`src/rtl/piano_pkg.sv`:
```
// Shared note/octave encodings, middle-octave half-period table and FSM states
// for the tone player.
package piano_pkg;

    localparam int HP_W  = 19;
    localparam int CNT_W = 32;

    localparam logic [3:0] NOTE_REST = 4'd0;
    localparam logic [3:0] NOTE_DO   = 4'd1;
    localparam logic [3:0] NOTE_RE   = 4'd2;
    localparam logic [3:0] NOTE_MI   = 4'd3;
    localparam logic [3:0] NOTE_FA   = 4'd4;
    localparam logic [3:0] NOTE_SOL  = 4'd5;
    localparam logic [3:0] NOTE_LA   = 4'd6;
    localparam logic [3:0] NOTE_SI   = 4'd7;

    localparam logic [1:0] OCT_LOW  = 2'd0;
    localparam logic [1:0] OCT_MID  = 2'd1;
    localparam logic [1:0] OCT_HIGH = 2'd2;

    // Index 0 is the rest slot; a zero half-period means "never toggle".
    localparam logic [HP_W-1:0] MID_HALF_PERIOD [8] = '{
        19'd0, 19'd191110, 19'd170265, 19'd151685,
        19'd143172, 19'd127551, 19'd113636, 19'd101239
    };

    typedef enum logic [1:0] {
        ST_IDLE = 2'd0,
        ST_PLAY = 2'd1,
        ST_GAP  = 2'd2
    } state_t;

    // Codes 8..15 alias to rest; octave 3 plays like octave 2.
    function automatic logic [HP_W-1:0] half_period(input logic [3:0] note,
                                                    input logic [1:0] octave);
        logic [HP_W-1:0] mid;
        mid = note[3] ? '0 : MID_HALF_PERIOD[note[2:0]];
        case (octave)
            OCT_LOW: half_period = mid << 1;
            OCT_MID: half_period = mid;
            default: half_period = mid >> 1;
        endcase
    endfunction

endpackage

```
`src/rtl/tone_player_if.sv`:
```
// Note request handshake between a sequencer and the tone player.
interface tone_player_if;
    logic       note_valid;
    logic       note_ready;
    logic [3:0] note;
    logic [1:0] octave;
    logic [2:0] duration;

    modport master (output note_valid, note, octave, duration, input note_ready);
    modport slave  (input note_valid, note, octave, duration, output note_ready);
endinterface

```
`src/rtl/tone_player_divider.sv`:
```
// Square-wave generator: half-period lookup, octave scaling and toggle counter.
module tone_divider
    import piano_pkg::*;
(
    input  logic       clk,
    input  logic       reset,
    input  logic       enable,
    input  logic [3:0] note,
    input  logic [1:0] octave,
    output logic       speaker
);

    logic [HP_W-1:0] half;
    logic [HP_W-1:0] cnt_q;
    logic            spk_q;

    assign half = half_period(note, octave);

    // Dropping enable clears the phase so every note starts low.
    always_ff @(posedge clk) begin
        if (reset || !enable) begin
            cnt_q <= '0;
            spk_q <= 1'b0;
        end else if (half != '0) begin
            if (cnt_q == half - 1'b1) begin
                cnt_q <= '0;
                spk_q <= ~spk_q;
            end else begin
                cnt_q <= cnt_q + 1'b1;
            end
        end
    end

    // Gate so the output is silent in the very first cycle after PLAY ends.
    assign speaker = spk_q & enable;

endmodule

```
`src/rtl/tone_player.sv`:
```
// Plays one note per accepted request: tone for (duration+1) units, then a
// silent gap, with stop/reset aborting without a done pulse.
module tone_player
    import piano_pkg::*;
#(
    parameter int UNIT_CYCLES = 25_000_000,
    parameter int GAP_CYCLES  = 1_000_000
) (
    input  logic          clk,
    input  logic          reset,
    tone_player_if.slave  req,
    input  logic          stop,
    output logic          speaker,
    output logic          busy,
    output logic [3:0]    cur_note,
    output logic          done
);

    localparam logic [CNT_W-1:0] UNIT_LEN = CNT_W'(UNIT_CYCLES);
    localparam logic [CNT_W-1:0] GAP_LAST = CNT_W'(GAP_CYCLES - 1);

    state_t           state_q, state_d;
    logic [CNT_W-1:0] cnt_q, cnt_d;
    logic [CNT_W-1:0] play_last_q, play_last_d;
    logic [3:0]       note_q;
    logic [1:0]       oct_q;
    logic             ready;
    logic             accept;
    logic             done_c;

    assign ready       = (state_q == ST_IDLE) && !stop && !reset;
    assign req.note_ready = ready;
    assign accept      = req.note_valid && ready;
    assign play_last_d = (CNT_W'(req.duration) + CNT_W'(1)) * UNIT_LEN - CNT_W'(1);

    always_ff @(posedge clk) begin
        if (reset) begin
            state_q     <= ST_IDLE;
            cnt_q       <= '0;
            play_last_q <= '0;
            note_q      <= '0;
            oct_q       <= '0;
        end else begin
            state_q <= state_d;
            cnt_q   <= cnt_d;
            if (accept) begin
                note_q      <= req.note;
                oct_q       <= req.octave;
                play_last_q <= play_last_d;
            end
        end
    end

    // One cycle counter serves both PLAY and GAP; it restarts on each transition.
    always_comb begin
        state_d = state_q;
        cnt_d   = cnt_q + CNT_W'(1);
        done_c  = 1'b0;
        case (state_q)
            ST_IDLE: begin
                cnt_d = '0;
                if (accept) state_d = ST_PLAY;
            end
            ST_PLAY: begin
                if (stop) begin
                    state_d = ST_IDLE;
                    cnt_d   = '0;
                end else if (cnt_q == play_last_q) begin
                    state_d = ST_GAP;
                    cnt_d   = '0;
                end
            end
            ST_GAP: begin
                if (stop) begin
                    state_d = ST_IDLE;
                    cnt_d   = '0;
                end else if (cnt_q == GAP_LAST) begin
                    state_d = ST_IDLE;
                    cnt_d   = '0;
                    done_c  = 1'b1;
                end
            end
            default: begin
                state_d = ST_IDLE;
                cnt_d   = '0;
            end
        endcase
    end

    assign busy     = (state_q != ST_IDLE);
    assign cur_note = busy ? note_q : 4'd0;
    assign done     = done_c && !reset;

    tone_divider u_div (
        .clk     (clk),
        .reset   (reset),
        .enable  (state_q == ST_PLAY),
        .note    (note_q),
        .octave  (oct_q),
        .speaker (speaker)
    );

endmodule

```
`src/flat_wrapper.sv`:
```
// flat-port wrapper written by rule: the top's interface ports become plain ports
module tone_player_flat import piano_pkg::*;
#(
    parameter int UNIT_CYCLES = 25_000_000,
    parameter int GAP_CYCLES  = 1_000_000
)
  (clk, reset, stop, speaker, busy, cur_note, done, req_note_valid, req_note, req_octave, req_duration, req_note_ready);
  tone_player_if req_i ();
  input  logic clk;
  input  logic reset;
  input  logic stop;
  output logic speaker;
  output logic busy;
  output logic [3:0] cur_note;
  output logic done;
  input wire logic [$bits(req_i.note_valid)-1:0] req_note_valid;
  input wire logic [$bits(req_i.note)-1:0] req_note;
  input wire logic [$bits(req_i.octave)-1:0] req_octave;
  input wire logic [$bits(req_i.duration)-1:0] req_duration;
  output wire logic [$bits(req_i.note_ready)-1:0] req_note_ready;
  assign req_i.note_valid = req_note_valid;
  assign req_i.note = req_note;
  assign req_i.octave = req_octave;
  assign req_i.duration = req_duration;
  assign req_note_ready = req_i.note_ready;
  tone_player #(.UNIT_CYCLES(UNIT_CYCLES), .GAP_CYCLES(GAP_CYCLES)) u_core (.clk(clk), .reset(reset), .req(req_i), .stop(stop), .speaker(speaker), .busy(busy), .cur_note(cur_note), .done(done));
endmodule
```
`config.mk`:
```
export PLATFORM = sky130hd
export DESIGN_NAME = tone_player_flat
export DESIGN_NICKNAME = d
export VERILOG_FILES = /design/src/rtl/piano_pkg.sv /design/src/rtl/tone_player_if.sv /design/src/rtl/tone_player_divider.sv /design/src/rtl/tone_player.sv /design/src/flat_wrapper.sv
export SDC_FILE = /design/constraint.sdc
export NUM_CORES = 1
export LEC_CHECK = 0
export ABC_AREA = 0
export CAP_MARGIN = 40
export CORE_MARGIN = 2
export CORE_UTILIZATION = 50
export CTS_BUF_LIST = sky130_fd_sc_hd__clkbuf_8
export DETAILED_ROUTE_END_ITERATION = 6
export DONT_BUFFER_PORTS = 1
export GPL_ROUTABILITY_DRIVEN = 0
export PLACE_DENSITY = 0.61
export SLEW_MARGIN = 20
export SYNTH_ARGS = -nofsm -noshare
export SYNTH_HDL_FRONTEND = slang
export SYNTH_HIERARCHICAL = 1
export SYNTH_SLANG_ARGS = --single-unit
```
`constraint.sdc`:
```
create_clock -name clk -period 6.1 [get_ports clk]
set_input_delay 1.22 -clock clk [delete_from_list [all_inputs] [get_ports clk]]
set_output_delay 1.22 -clock clk [all_outputs]
set_load 0.01 [all_outputs]
```
==> summary.md <==
| Metric | Value |
|---|---|
| FF+latch count, synth | `84` |
| Startpoint Class | `primary input` |
| Latest clock arrival within the worst-skew pair | `0.37 ns` |
| Worst path cell trace | `ha_1 -> xor2_1 -> fa_1 -> fa_1 -> inv_1 -> ha_1 -> a21o_1 -> a221oi_1 -> o21ai_0 -> or3_1 -> a21oi_1 -> nand4b_1 -> xor2_1 -> o21ai_1` |
| Peak Freq | `191 MHz` |
| Vias in the first global route | `6,051` |
| PD cells | `234 nW/um2` |
| Min cycle time layout | `5.24 ns` |
| Layout net count | `923` |
| Leakage power | `2.66 nW` |
| EDFF count, synth | `0` |
| Arrival @ worst endpoint | `5.49 ns` |
| I/O Buffers | `0` |
| Critical Path End Type | `flip-flop` |
| Multi-input gate area | `5040 um2` |
| GR Util met1 | `0.303` |
| Hold WC Path Type | `flip-flop to flip-flop` |
| Final worst path period share | `0.859` |
| Top cell type's share of synthesized area | `0.235` |
| P&R area growth vs syn | `3.01%` |
| Slew @ Worst Pin | `0.684 ns` |
| Rows | `43` |
| Layout cells sized above 1 | `0.0631` |
| Die Y | `124 um` |
| Drt initial violations | `338` |
| Routing usage on met3 | `0.0348` |
| Routed len/inst | `17.1 um` |
| Syn Inst Count | `896` |
| Sequential element share of the synthesized area | `0.235` |
| CTS Buf Count | `9` |
| Via density | `6.00` |
| PnR worst setup slack | `0.862 ns` |
| Setup Skew | `0.0172 ns` |
| Ys Warns | `6` |
| DRT Pass-1 Iters | `5` |
| Initial antenna violation count | `0` |
| Max stage delay on crit path | `0.59 ns` |
| Filler cell count | `1,348` |
| Met2 usage | `0.429` |
| Remaining Overflow, GRT | `0` |
| Status | `finished, final reports clean` |
| Max Slew Vio Count | `0` |
| Unique cell type count in the Yosys netlist | `96` |
| Vias | `6,309` |
| Final setup vio count | `0` |
| Remaining antenna violation count | `0` |
| WL final | `18.0 mm` |
| Detailed-route DRC error count | `0` |
| Syn_nets | `952` |
| First-pass GRT wire length | `29.6 mm` |
| CP max-delay cell | `fa_1` |
| Diode count | `0` |
| Slew HR | `0.541` |
| Top post-synthesis cells by area | `dfxtp_1, xor2_1, xnor2_1` |
| Reg area | `1680 um2` |
| Unrepaired setup endpoints after global routing | `false` |
| Hold-fix buffer count after cts | `0` |
| VDD IR-drop max | `180 uV` |
| Max FO, Critical Path | `14` |
| Deepest clock path buffer count | `2` |
| CTS tree | `built` |
| Mapped cell area | `7150 um2` |
| Final hold violation count | `0` |
| H-tree depth | `3` |
| Layout Cells excl Fill | `1,052` |
| Req. time, crit path | `6.35 ns` |
| Avg Inst Size Synth | `7.98 um2` |
| CTS clk-pin slew, worst paths | `0.09 ns` |
| Main synth FF type | `dfxtp_1` |
| Total GRT Usage | `0.245` |
| Most used routing layer | `met2` |
| Core Region | `13,900 um2` |
| Setup Slack @ Placement | `0.541 ns` |
| Clock sinks | `84` |
| Ports | `21` |
| Root buf cell | `clkbuf_8` |
| WS Path Type | `primary input to flip-flop` |
| Setup bufs post-CTS | `0` |
| Cell count after placement | `1,036` |
| FFs w/ async S/R, synth | `0` |
| Cell accounting for the most synthesized area | `dfxtp_1` |
| Post-CTS Resized | `0` |
| DIE WIDTH | `124 um` |
| Largest net degree at the start of global routing | `42` |
| Post-route setup TNS | `0 ns` |
| Max-Cap Viols | `0` |
| Initial core utilization | `0.513` |
| Die area | `15,300 um2` |
| DP HPWL | `13.9 mm` |
-- power by group --
group | switching (mW) | leakage (nW) | total [mW] | internal (mW)
logic | 0.422 | 1.88 | 0.716 | 0.294
registers | 0.0144 | 0.679 | 0.578 | 0.564
clock network | 0.219 | 0.109 | 0.426 | 0.208
total | 0.655 | 2.66 | 1.72 | 1.07
-- final timing paths --
kind / startpoint / to / slack (ns) / depth (start not counted)
worst min register to register: u_core/oct_q[1] / u_core/oct_q[1] / 0.47 / 2
worst min-delay path: u_core/oct_q[1] / u_core/oct_q[1] / 0.47 / 2
worst max register to register: u_core/note_q[1] / u_core/u_div/cnt_q[1] / 1.77 / 13
worst max-delay path: req_duration[0] / u_core/play_last_q[26] / 0.86 / 14
-- cells in the mapped netlist (all sizes together), types with 12 or more instances --
master  count
and3       15
and2       14
a211oi     20
nand3      37
nand2b     13
inv        36
xor2       57
nor4       20
nor3       26
nand4      12
dfxtp      84
nor2b      15
xnor2      53
clkbuf     20
ha         35
o21ai      31
nand2      75
buf        27
nor2       98
a21oi      40
-- placed cells by master (no fill, tap or decap), types with 14 or more instances in the layout --
cell / count
nor2_1: 97
dfxtp_1: 84
nand2_1: 75
xor2_1: 57
xnor2_1: 52
a21oi_1: 39
nand3_1: 37
inv_1: 36
ha_1: 35
o21ai_0: 27
nor3_1: 25
nor4_1: 18
a211oi_1: 18
nor2b_1: 14
and3_1: 14
-- cell families (layout without fill, tap and decap cells) --
| logic type | Yosys count | after routing | share of synthesized area |
|---|---|---|---|
| AOI/OAI and AO/OA | 182 | 182 | 0.185 |
| xor gates and xnor gates | 111 | 111 | 0.139 |
| adders and majority gates | 43 | 43 | 0.0836 |
| buffers and inverters | 83 | 59 | 0.0598 |
| DFF | 84 | 84 | 0.235 |
| muxes | 10 | 10 | 0.0143 |
| and+or+nand+nor | 383 | 383 | 0.283 |
-- worst max-delay path: cells and delay by family --
kind,cells,cell delay (ns)
fa+ha+maj,4,1.79
compound gates,5,1.21
xor+xnor,2,0.67
simple gates,2,0.51
buf+inv,1,0.09
-- flip-flops by register name, summed over array words and instances, names as in the netlist --
| signal | flops |
|---|---|
| u_core/u_div/spk_q | 1 |
| u_core/u_div/cnt_q | 19 |
| u_core/note_q | 4 |
| u_core/state_q | 2 |
| u_core/play_last_q | 24 |
| u_core/oct_q | 2 |
| u_core/cnt_q | 32 |
-- per-layer routing --
metal,vias up,part of all wire
li1,3138,-
met1,2998,0.44
met2,139,0.50
met3,34,0.031
met4,0,0.028
met5,-,0
-- metrics by stage --
step	utilization	hold slack [ns]	cell area [um2]	total power [mW]
6_report	0.529	0.471	7370	1.72
2_1_floorplan	-	0.444	7150	1.18
5_1_grt	0.529	0.494	7370	1.83
3_5_place_dp	0.514	0.459	7160	1.30
4_1_cts	0.529	0.472	7370	1.73
3_3_place_gp	0.511	0.449	7120	1.28
-- layout make-up --
| cell class | instances | area share |
|---|---|---|
| timing repair buffer | 7 | 0.00968 |
| clock buffer | 10 | 0.0187 |
| tap | 180 | 0.0306 |
| inverter | 36 | 0.0183 |
| multi-input combinational | 729 | 0.684 |
| sequential | 84 | 0.228 |
| clock inverter | 6 | 0.0100 |
No activity file was read; power rests on OpenSTA's default activity.
